## src/rtl/csi_tx_pkg.sv

```systemverilog
// ---------------------------------------------------------------------------
// csi_tx_pkg
// Shared definitions for the CSI-2 D-PHY transmit lane controllers.
//   - clk_lane_state_e : clock-lane sequencer states
//   - HS_ZERO/HS_TOGGLE: serializer bytes (bit0 leaves the OSERDES first)
//   - LP_11/LP_01/LP_00: LP line levels packed as {P, N}
//   - timer_load       : converts a T_* duration into a down-counter preset
// ---------------------------------------------------------------------------
package csi_tx_pkg;

  typedef enum logic [3:0] {
    ST_IDLE    = 4'd0,
    ST_HS_RQST = 4'd1,
    ST_PREPARE = 4'd2,
    ST_ZERO    = 4'd3,
    ST_PRE     = 4'd4,
    ST_RUN     = 4'd5,
    ST_POST    = 4'd6,
    ST_TRAIL   = 4'd7,
    ST_EXIT    = 4'd8
  } clk_lane_state_e;

  localparam logic [7:0] HS_ZERO   = 8'h00;
  localparam logic [7:0] HS_TOGGLE = 8'h55;

  // LP levels as {P, N}
  localparam logic [1:0] LP_11 = 2'b11;
  localparam logic [1:0] LP_01 = 2'b01;
  localparam logic [1:0] LP_00 = 2'b00;

  // A state lasting T cycles is preset to T-1 and left when the counter is
  // zero; a duration of 0 is treated as a single cycle.
  function automatic int unsigned timer_load(input int unsigned t);
    if (t == 32'd0) begin
      return 32'd0;
    end else begin
      return t - 32'd1;
    end
  endfunction

endpackage

```

## src/rtl/csi_tx_lane_timer.sv

```systemverilog
// ---------------------------------------------------------------------------
// csi_tx_lane_timer
// Down-counter used to time D-PHY lane states.
// Ports:
//   clk        in  1      byte clock
//   rst        in  1      asynchronous reset, active-high (counter -> 0)
//   load       in  1      preset the counter with load_value this cycle
//   load_value in  CNT_W  preset value
//   zero       out 1      counter currently at zero
// The counter holds at zero once it gets there.
// ---------------------------------------------------------------------------
module csi_tx_lane_timer #(
  parameter int unsigned CNT_W = 8
) (
  input  logic             clk,
  input  logic             rst,
  input  logic             load,
  input  logic [CNT_W-1:0] load_value,
  output logic             zero
);

  logic [CNT_W-1:0] count_r;

  // counter register: preset on load, otherwise count down to zero and hold
  always_ff @(posedge clk or posedge rst) begin
    if (rst) begin
      count_r <= {CNT_W{1'b0}};
    end else if (load) begin
      count_r <= load_value;
    end else if (count_r != {CNT_W{1'b0}}) begin
      count_r <= count_r - {{(CNT_W-1){1'b0}}, 1'b1};
    end else begin
      count_r <= count_r;
    end
  end

  assign zero = (count_r == {CNT_W{1'b0}});

endmodule

```

## src/rtl/csi_tx_clk_lane.sv

```systemverilog
// ---------------------------------------------------------------------------
// csi_tx_clk_lane
// MIPI CSI-2 D-PHY transmit clock-lane controller (byte-clock domain).
// Walks LP-11 -> LP-01 -> LP-00 -> HS-0 -> HS clock and back again.
// Ports:
//   CLK       in  1  byte clock (bit clock / 4)
//   RST       in  1  asynchronous reset, active-high
//   HS_REQ    in  1  level request for a running HS clock
//   HS_READY  out 1  HS clock running, data lanes may enter HS
//   BUSY      out 1  high in every state except IDLE
//   LP_P      out 1  LP driver, P line
//   LP_N      out 1  LP driver, N line
//   HS_OE     out 1  HS driver enable (LP driver tri-stated when 1)
//   HS_DATA   out 8  byte to the clock-lane OSERDES, bit0 first
// All outputs are registered and decoded from the next state, so they
// change in the same cycle the state is entered.
// ---------------------------------------------------------------------------
module csi_tx_clk_lane
  import csi_tx_pkg::*;
#(
  parameter int unsigned T_LPX         = 4,
  parameter int unsigned T_CLK_PREPARE = 3,
  parameter int unsigned T_CLK_ZERO    = 20,
  parameter int unsigned T_CLK_PRE     = 2,
  parameter int unsigned T_CLK_POST    = 8,
  parameter int unsigned T_CLK_TRAIL   = 4,
  parameter int unsigned T_HS_EXIT     = 6,
  parameter int unsigned CNT_W         = 8
) (
  input  logic       CLK,
  input  logic       RST,
  input  logic       HS_REQ,
  output logic       HS_READY,
  output logic       BUSY,
  output logic       LP_P,
  output logic       LP_N,
  output logic       HS_OE,
  output logic [7:0] HS_DATA
);

  localparam logic [CNT_W-1:0] LD_LPX     = CNT_W'(timer_load(T_LPX));
  localparam logic [CNT_W-1:0] LD_PREPARE = CNT_W'(timer_load(T_CLK_PREPARE));
  localparam logic [CNT_W-1:0] LD_ZERO    = CNT_W'(timer_load(T_CLK_ZERO));
  localparam logic [CNT_W-1:0] LD_PRE     = CNT_W'(timer_load(T_CLK_PRE));
  localparam logic [CNT_W-1:0] LD_POST    = CNT_W'(timer_load(T_CLK_POST));
  localparam logic [CNT_W-1:0] LD_TRAIL   = CNT_W'(timer_load(T_CLK_TRAIL));
  localparam logic [CNT_W-1:0] LD_EXIT    = CNT_W'(timer_load(T_HS_EXIT));

  clk_lane_state_e  state_r;
  clk_lane_state_e  next_state_s;
  logic             timer_load_s;
  logic [CNT_W-1:0] timer_value_s;
  logic             timer_zero_s;

  logic [1:0]       lp_s;
  logic             hs_oe_s;
  logic [7:0]       hs_data_s;
  logic             hs_ready_s;
  logic             busy_s;

  logic [1:0]       lp_r;
  logic             hs_oe_r;
  logic [7:0]       hs_data_r;
  logic             hs_ready_r;
  logic             busy_r;

  csi_tx_lane_timer #(
    .CNT_W (CNT_W)
  ) u_timer (
    .clk        (CLK),
    .rst        (RST),
    .load       (timer_load_s),
    .load_value (timer_value_s),
    .zero       (timer_zero_s)
  );

  // next-state logic plus timer preset on entry to a timed state
  always_comb begin
    next_state_s  = state_r;
    timer_load_s  = 1'b0;
    timer_value_s = {CNT_W{1'b0}};

    case (state_r)
      ST_IDLE:    if (HS_REQ)       next_state_s = ST_HS_RQST; else next_state_s = ST_IDLE;
      ST_HS_RQST: if (timer_zero_s) next_state_s = ST_PREPARE; else next_state_s = ST_HS_RQST;
      ST_PREPARE: if (timer_zero_s) next_state_s = ST_ZERO;    else next_state_s = ST_PREPARE;
      ST_ZERO:    if (timer_zero_s) next_state_s = ST_PRE;     else next_state_s = ST_ZERO;
      ST_PRE:     if (timer_zero_s) next_state_s = ST_RUN;     else next_state_s = ST_PRE;
      // the request is only looked at again once the clock is running
      ST_RUN:     if (!HS_REQ)      next_state_s = ST_POST;    else next_state_s = ST_RUN;
      ST_POST:    if (timer_zero_s) next_state_s = ST_TRAIL;   else next_state_s = ST_POST;
      ST_TRAIL:   if (timer_zero_s) next_state_s = ST_EXIT;    else next_state_s = ST_TRAIL;
      ST_EXIT:    if (timer_zero_s) next_state_s = ST_IDLE;    else next_state_s = ST_EXIT;
      default:    next_state_s = ST_IDLE;
    endcase

    if (next_state_s != state_r) begin
      timer_load_s = 1'b1;
      case (next_state_s)
        ST_HS_RQST: timer_value_s = LD_LPX;
        ST_PREPARE: timer_value_s = LD_PREPARE;
        ST_ZERO:    timer_value_s = LD_ZERO;
        ST_PRE:     timer_value_s = LD_PRE;
        ST_POST:    timer_value_s = LD_POST;
        ST_TRAIL:   timer_value_s = LD_TRAIL;
        ST_EXIT:    timer_value_s = LD_EXIT;
        default:    timer_value_s = {CNT_W{1'b0}};
      endcase
    end else begin
      timer_load_s  = 1'b0;
      timer_value_s = {CNT_W{1'b0}};
    end
  end

  // output decode from the next state
  always_comb begin
    lp_s       = LP_11;
    hs_oe_s    = 1'b0;
    hs_data_s  = HS_ZERO;
    hs_ready_s = 1'b0;
    busy_s     = 1'b1;

    case (next_state_s)
      ST_IDLE:    begin lp_s = LP_11; busy_s = 1'b0; end
      ST_HS_RQST: begin lp_s = LP_01; end
      ST_PREPARE: begin lp_s = LP_00; end
      ST_ZERO:    begin lp_s = LP_00; hs_oe_s = 1'b1; end
      ST_PRE:     begin lp_s = LP_00; hs_oe_s = 1'b1; hs_data_s = HS_TOGGLE; end
      ST_RUN:     begin lp_s = LP_00; hs_oe_s = 1'b1; hs_data_s = HS_TOGGLE; hs_ready_s = 1'b1; end
      ST_POST:    begin lp_s = LP_00; hs_oe_s = 1'b1; hs_data_s = HS_TOGGLE; end
      ST_TRAIL:   begin lp_s = LP_00; hs_oe_s = 1'b1; end
      ST_EXIT:    begin lp_s = LP_11; end
      default:    begin lp_s = LP_11; busy_s = 1'b0; end
    endcase
  end

  // state and output registers
  always_ff @(posedge CLK or posedge RST) begin
    if (RST) begin
      state_r    <= ST_IDLE;
      lp_r       <= LP_11;
      hs_oe_r    <= 1'b0;
      hs_data_r  <= HS_ZERO;
      hs_ready_r <= 1'b0;
      busy_r     <= 1'b0;
    end else begin
      state_r    <= next_state_s;
      lp_r       <= lp_s;
      hs_oe_r    <= hs_oe_s;
      hs_data_r  <= hs_data_s;
      hs_ready_r <= hs_ready_s;
      busy_r     <= busy_s;
    end
  end

  assign LP_P     = lp_r[1];
  assign LP_N     = lp_r[0];
  assign HS_OE    = hs_oe_r;
  assign HS_DATA  = hs_data_r;
  assign HS_READY = hs_ready_r;
  assign BUSY     = busy_r;

endmodule

```

## config.mk

```make
export PLATFORM = sky130hd
export DESIGN_NAME = csi_tx_clk_lane
export DESIGN_NICKNAME = d
export VERILOG_FILES = /design/src/rtl/csi_tx_pkg.sv /design/src/rtl/csi_tx_lane_timer.sv /design/src/rtl/csi_tx_clk_lane.sv
export SDC_FILE = /design/constraint.sdc
export NUM_CORES = 1
export LEC_CHECK = 0
export ABC_CLOCK_PERIOD_IN_PS = 2190
export BUFFER_PORTS_ARGS = -buffer_cell sky130_fd_sc_hd__buf_2
export CAP_MARGIN = 20
export CORE_MARGIN = 2
export CORE_UTILIZATION = 56
export DETAILED_ROUTE_END_ITERATION = 8
export GPL_ROUTABILITY_DRIVEN = 0
export HOLD_SLACK_MARGIN = 0.1
export PLACE_DENSITY = 0.78
export SETUP_SLACK_MARGIN = 0.4
export SYNTH_ARGS = -nofsm -noshare
export SYNTH_HDL_FRONTEND = slang
export SYNTH_SLANG_ARGS = --single-unit
export TNS_END_PERCENT = 5
```

## constraint.sdc

```tcl
create_clock -name CLK -period 2.19 [get_ports CLK]
set_clock_uncertainty 0.1 [all_clocks]
set_input_delay 0.219 -clock CLK [delete_from_list [all_inputs] [get_ports CLK]]
set_output_delay 0.219 -clock CLK [all_outputs]
set_load 0.01 [all_outputs]
```

==> impl_metrics.csv, run 1 <==
group,metric,value,unit
final_layout,nFillCells,163,
worst_setup_path,r2r-end,"u_timer.count_r[6]",
routing,drt_iter0_markers,55,
floorplan,rows,16,
yosys,synth-async-reset-ratio,100,%
timing,rsz0062_at_grt,"true",
final_layout,final_area,1340,um2
final_layout,final_cells,175,
timing,slew_violations,0,
clocking,cts_buffers,3,
timing,final.period_utilization,89.6,%
worst_setup_path,end_kind,"flip-flop",
final_layout,multi_input_area,672,um2
floorplan,start_util,60.1,%
final_layout,syn_to_final_growth,12.7,%
grt,antenna_found_initial,0,
yosys,yosysUniqueCellTypes,44,
grt,grt_pass1_wl,4370,um
routing,dr.pass1.iters,4,
grt,gr-total-overflow,0,
placement,dp.cells,167,
routing,via_count,1084,
timing,fin_tns_setup,0,ns
floorplan,io_pins,16,
final_layout,antennaDiodeCount,0,
pwr,p_per_area,416,nW/um2
final_layout,layout-drive-gt1-share,25.0,%
floorplan,die_height,50.1,um
yosys,synth_enable_flop_cells,0,
yosys,ys_seq_area_share,38.0,%
status,status,"finished, final reports clean",
routing,post-route-drc-count,0,
job,maxCapViolCount,0,
pwr,ir_worst_vdd,0.000293,V
pwr,p_leak,0.537,nW
worst_setup_path,cp-start-kind,"flip-flop",
placement,dp_hpwl,1740,um
routing,wl,2680,um
clocking,clock-sinks,18,
yosys,yosys_warnings,0,
worst_setup_path,worstPathMaxFanout,6,
timing,worst_pin_slew,0.670,ns
clocking,cts.path.max_buffers,2,
yosys,synth_cells,137,
yosys,synth-seq-cells,18,
placement,port_buffers,11,
timing,setup_viol,0,
yosys,avgSynthCellArea,8.69,um2
grt,grt_max_degree,19,
clocking,cts_root_buf,"clkbuf_4",
final_layout,fin_nets,153,
timing,hold_viol_final,0,
floorplan,die_area,2510,um2
final_layout,final-seq-area,453,um2
worst_setup_path,reg2reg_from,"u_timer.count_r[0]",
floorplan,die_w,50.1,um
clocking,cts_tree,"done",
timing,max_slew_margin,55.3,%
clocking,h-tree-depth,1,
clocking,insertion_delay,0.30,ns
worst_setup_path,critPathKind,"reg2reg",
worst_setup_path,reg2reg_slack,0.23,ns
worst_setup_path,reg2regPathDepth,5,
yosys,synthFlopType,"dfrtp_1",
worst_setup_path,worstSetupEndpoint,"u_timer.count_r[6]",
hold_path,hold_depth,2,
timing,fin_crit,1.96,ns
routing,final_antenna_net_count,0,
hold_path,worstHoldPathType,"in2reg",
timing,fmax,510,MHz
placement,placed_area,1240,um2
routing,viasPerCell,6.19,
worst_setup_path,cp-startpoint,"u_timer.count_r[0]",
clocking,clk_pin_slew,0.10,ns
worst_setup_path,arrival,2.08,ns
routing,post_drt_wl_per_cell,15.3,um
yosys,syn-cell-area,1190,um2
grt,grtUsageTotal,22.9,%
grt,grt_pass1_vias,913,
floorplan,core-area,1980,um2
worst_setup_path,cp.required,2.31,ns
[layer usage]
| metal | wire length [um] | GRT usage (%) |
|---|---|---|
| met5 | 0 | 0 |
| met4 | 68 | 9.26 |
| met2 | 1280 | 35.3 |
| met1 | 1170 | 32.4 |
| met3 | 153 | 2.73 |
[layout make-up]
cell class | instances | share of cell area, %
clock buffer | 4 | 2.70
inverter | 8 | 2.24
multi-input combinational | 99 | 50.0
timing repair buffer | 19 | 8.76
tap | 27 | 2.52
sequential | 18 | 33.7
[timing repair]
| item | CTS | global route |
|---|---|---|
| setup buffers | 3 | 0 |
| resized for setup | 3 | 7 |
| endpoints found under the setup margin | 15 | 17 |
| pin swaps | 3 | 2 |
| hold buffers | 1 | 0 |
| endpoints found under the hold margin | 16 | 0 |
| gates cloned | 0 | 0 |
[worst max-delay path: stages (launching register included)]
cell	delay (ns)
dfrtp_1	0.41
inv_2	0.08
ha_4	0.13
or4b_4	0.52
or4b_4	0.53
a22oi_2	0.12
[logic make-up after synthesis]
| group | Yosys count | share of synthesized area, % |
|---|---|---|
| flops | 18 | 38.0 |
| buf+inv | 23 | 9.45 |
| other cells | 1 | 0.315 |
| compound gates | 42 | 23.7 |
| fa+ha+maj | 1 | 1.05 |
| xor+xnor | 5 | 3.68 |
| simple gates | 47 | 23.7 |
[power breakdown]
part           switching [mW]  total [mW]  internal [mW]
Sequential                  0       0.332          0.332
Clock                   0.109       0.210          0.101
Combinational          0.0127      0.0161        0.00341
[state kept, by name (all words and copies together), names as in the netlist]
register / cells
state_r: 4
lp_r: 2
HS_OE: 1
u_timer.count_r: 8
HS_DATA: 1
BUSY: 1
HS_READY: 1
[placed cells by master (no fill, tap or decap), types with 3 or more instances in the layout]
cell      synthesis  routed
a21oi_1          12      12
buf_2             0      11
buf_4             7       7
clkbuf_4          0       3
conb_1            1       4
dfrtp_1          16      16
inv_1             8       6
nand2_1           7       7
nand3_1           3       3
nor2_1            8       7
nor3_1           10       9
o211ai_1          3       3
o21ai_0           7       6
xnor2_1           3       3
[worst min path at each step]
stage	start	endpoint	slack, ns
after CTS	HS_REQ	lp_r[1]	0.13
after global routing	HS_REQ	lp_r[1]	0.16
after global placement	RST	state_r[2]	0.24
final	HS_REQ	lp_r[1]	0.13
after floorplan	RST	BUSY	0.06
after detailed placement	RST	state_r[3]	0.26
[metrics by stage]
stage               setup slack, ns  hold WS (ns)  utilization (%)  power (mW)
floorplan                     0.212        0.0561                -       0.355
global placement              0.168         0.240             62.6       0.353
detailed placement            0.117         0.255             62.6       0.354
CTS                           0.231         0.127             66.6       0.559
global route                  0.191         0.156             67.7       0.577
finish                        0.229         0.133             67.7       0.559
[cells in the mapped netlist (all sizes together), types with 2 or more instances]
library cell / count / area share [%]
a211oi: 2 / 1.3
a21o: 2 / 1.3
a21oi: 12 / 5.0
a311oi: 2 / 1.5
a32o: 2 / 1.7
and2: 2 / 1.1
and3: 2 / 1.1
buf: 7 / 4.4
clkbuf: 8 / 2.5
dfrtp: 16 / 34
dfstp: 2 / 4.4
inv: 8 / 2.5
nand2: 7 / 2.2
nand2b: 2 / 1.1
nand3: 3 / 1.3
nand4: 2 / 1.1
nor2: 8 / 2.5
nor3: 10 / 4.2
nor3b: 2 / 1.3
o211ai: 3 / 1.9
o21a: 2 / 1.3
o21ai: 8 / 3.4
or3: 2 / 1.1
or4b: 2 / 2.0
xnor2: 3 / 2.2
xor2: 2 / 1.5
Note: power is estimated with default switching activity, not from simulation.
==> run 2, diff against run 1 <==
Settings changed: ABC_AREA set to 1.
==> impl_metrics.csv, run 2 <==
group,metric,value,unit
floorplan,die_height,50.6,um
yosys,synth_top_area_share,32.9,%
final_layout,fin_nets,196,
job,maxCapViolCount,0,
yosys,synth_enable_flop_cells,0,
yosys,avgSynthCellArea,7.16,um2
grt,grt_pass1_wl,4460,um
yosys,synth_area_leaders,"dfrtp_1 (33%), nand2_1 (12%), inv_1 (8.3%)",
grt,grt_pass1_vias,1036,
timing,setup_viol,0,
clocking,clock-sinks,18,
yosys,synth-async-reset-ratio,100,%
grt,grt_max_degree,19,
timing,fin_crit,1.97,ns
floorplan,start_util,60.8,%
worst_setup_path,worstPathMaxFanout,7,
placement,port_buffers,11,
routing,viasPerCell,5.17,
timing,max_slew_margin,56.4,%
clocking,h-tree-depth,1,
routing,post_drt_wl_per_cell,12.6,um
timing,fin_tns_setup,0,ns
yosys,ys_seq_area_share,37.2,%
yosys,synthFlopType,"dfrtp_1",
final_layout,layout_commonest_cell,"nand2_1",
worst_setup_path,arrival,2.11,ns
clocking,clk_pin_slew,0.11,ns
timing,hold_viol_final,0,
status,status,"finished, final reports clean",
clocking,cts_buffers,3,
grt,grtUsageTotal,23.1,%
routing,via_count,1126,
floorplan,rows,16,
timing,fmax,506,MHz
timing,slew_violations,0,
final_layout,antennaDiodeCount,0,
worst_setup_path,cp-start-kind,"flip-flop",
routing,post-route-drc-count,0,
yosys,synth.most_common_cell,"nand2_1",
routing,final_antenna_net_count,0,
routing,dr.pass1.iters,5,
final_layout,largestRegisters,"u_timer.count_r (8), state_r (4), lp_r (2)",
worst_setup_path,cp.required,2.33,ns
worst_setup_path,end_kind,"flip-flop",
floorplan,die_area,2560,um2
final_layout,syn_to_final_growth,17.3,%
worst_setup_path,reg2regPathDepth,14,
yosys,synth-seq-cells,18,
grt,antenna_found_initial,0,
yosys,syn-cell-area,1220,um2
timing,final.period_utilization,90.2,%
floorplan,io_pins,16,
clocking,cts.path.max_buffers,2,
yosys,yosys-top-cells-count,"nand2_1 (39), inv_1 (27), nor2_1 (24), dfrtp_1 (16)",
timing,rsz0062_at_grt,"true",
clocking,cts_tree,"done",
placement,dp_hpwl,1910,um
final_layout,largest_reg_flops,8,
floorplan,die_w,50.6,um
grt,gr-total-overflow,0,
yosys,yosys_warnings,0,
floorplan,core-area,2000,um2
clocking,insertion_delay,0.31,ns
final_layout,layout-drive-gt1-share,30.9,%
yosys,synth_cells,170,
yosys,yosysUniqueCellTypes,28,
worst_setup_path,critPathKind,"reg2reg",
hold_path,worstHoldPathType,"in2reg",
yosys,yosysTopAreaCell,"dfrtp_1",
final_layout,final_cell_mix,"nand2_1 (38), inv_1 (23), nor2_1 (22)",
final_layout,largest_register,"u_timer.count_r",
routing,wl,2760,um
hold_path,hold_depth,6,
clocking,cts_root_buf,"clkbuf_4",
routing,drt_iter0_markers,46,
timing,worst_pin_slew,0.654,ns
==> run 2: worst max-delay path, stage by stage, from the launching register on <==
cell	delay (ns)
dfrtp_1	0.41
inv_2	0.08
ha_4	0.17
nand2_4	0.08
nor2_8	0.16
buf_4	0.14
nand2_1	0.04
nand2_1	0.07
nand2_1	0.06
nand2_1	0.08
inv_2	0.06
nand3_4	0.12
buf_4	0.13
nand2_1	0.05
a21oi_1	0.15
==> run 2: cell type report <==
cell class	instances	area (um2)
inverter	30	115
multi-input combinational	118	654
clock buffer	4	36.3
tap	27	33.8
timing repair buffer	21	133
sequential	18	455
fill	164	574
==> run 2: repair_timing <==
item / CTS / global route
pin swaps: 6 / 6
gates resized for setup: 6 / 7
setup buffers: 4 / 5
hold buffers: 1 / 0
endpoints found under the hold margin: 16 / 0
setup endpoints to repair: 9 / 11
gates cloned: 0 / 0
==> run 2: logic make-up after synthesis <==
kind of cell,count (synthesis),share of synthesized area (%)
xor+xnor,2,1.44
flops,18,37.2
buf+inv,37,13.6
fa+ha+maj,1,1.03
other cells,1,0.308
compound gates,17,7.71
simple gates,94,38.7
==> run 2: metrics by stage <==
step | instances | setup WS [ns] | instance area [um2] | hold WS (ns) | utilization [%]
final | 218 | 0.215 | 1430 | 0.403 | 71.3
after global routing | 218 | 0.0748 | 1430 | 0.452 | 71.3
after CTS | 213 | 0.292 | 1370 | 0.400 | 68.6
after detailed placement | 204 | 0.201 | 1280 | 0.251 | 63.8
after global placement | 204 | 0.266 | 1280 | 0.223 | 63.8
after floorplan | 173 | 0.414 | 1240 | 0.0561 | -
==> run 2: per-layer routing <==
metal / share of wire (%) / GRT usage [%] / routed length (um) / up-vias
met3: 8.4 / 3.57 / 232 / 13
met1: 41 / 30.4 / 1130 / 504
met2: 47 / 37.7 / 1290 / 57
met5: 0 / 0 / 0 / -
li1: - / - / - / 552
met4: 3.5 / 9.46 / 97 / 0
==> run 2: worst paths after layout <==
kind / startpoint / end / slack, ns
max: u_timer.count_r[1] / u_timer.count_r[2] / 0.22
min: HS_REQ / state_r[1] / 0.40
max reg2reg: u_timer.count_r[1] / u_timer.count_r[2] / 0.22
min reg2reg: u_timer.count_r[0] / u_timer.count_r[0] / 0.42
max in group asynchronous: RST / u_timer.count_r[3] / 1.10
min in group asynchronous: RST / HS_OE / 0.43
Power of run 2 is not shown: default switching activity piles up to over one toggle a cycle in this logic, so the estimate is an artifact.
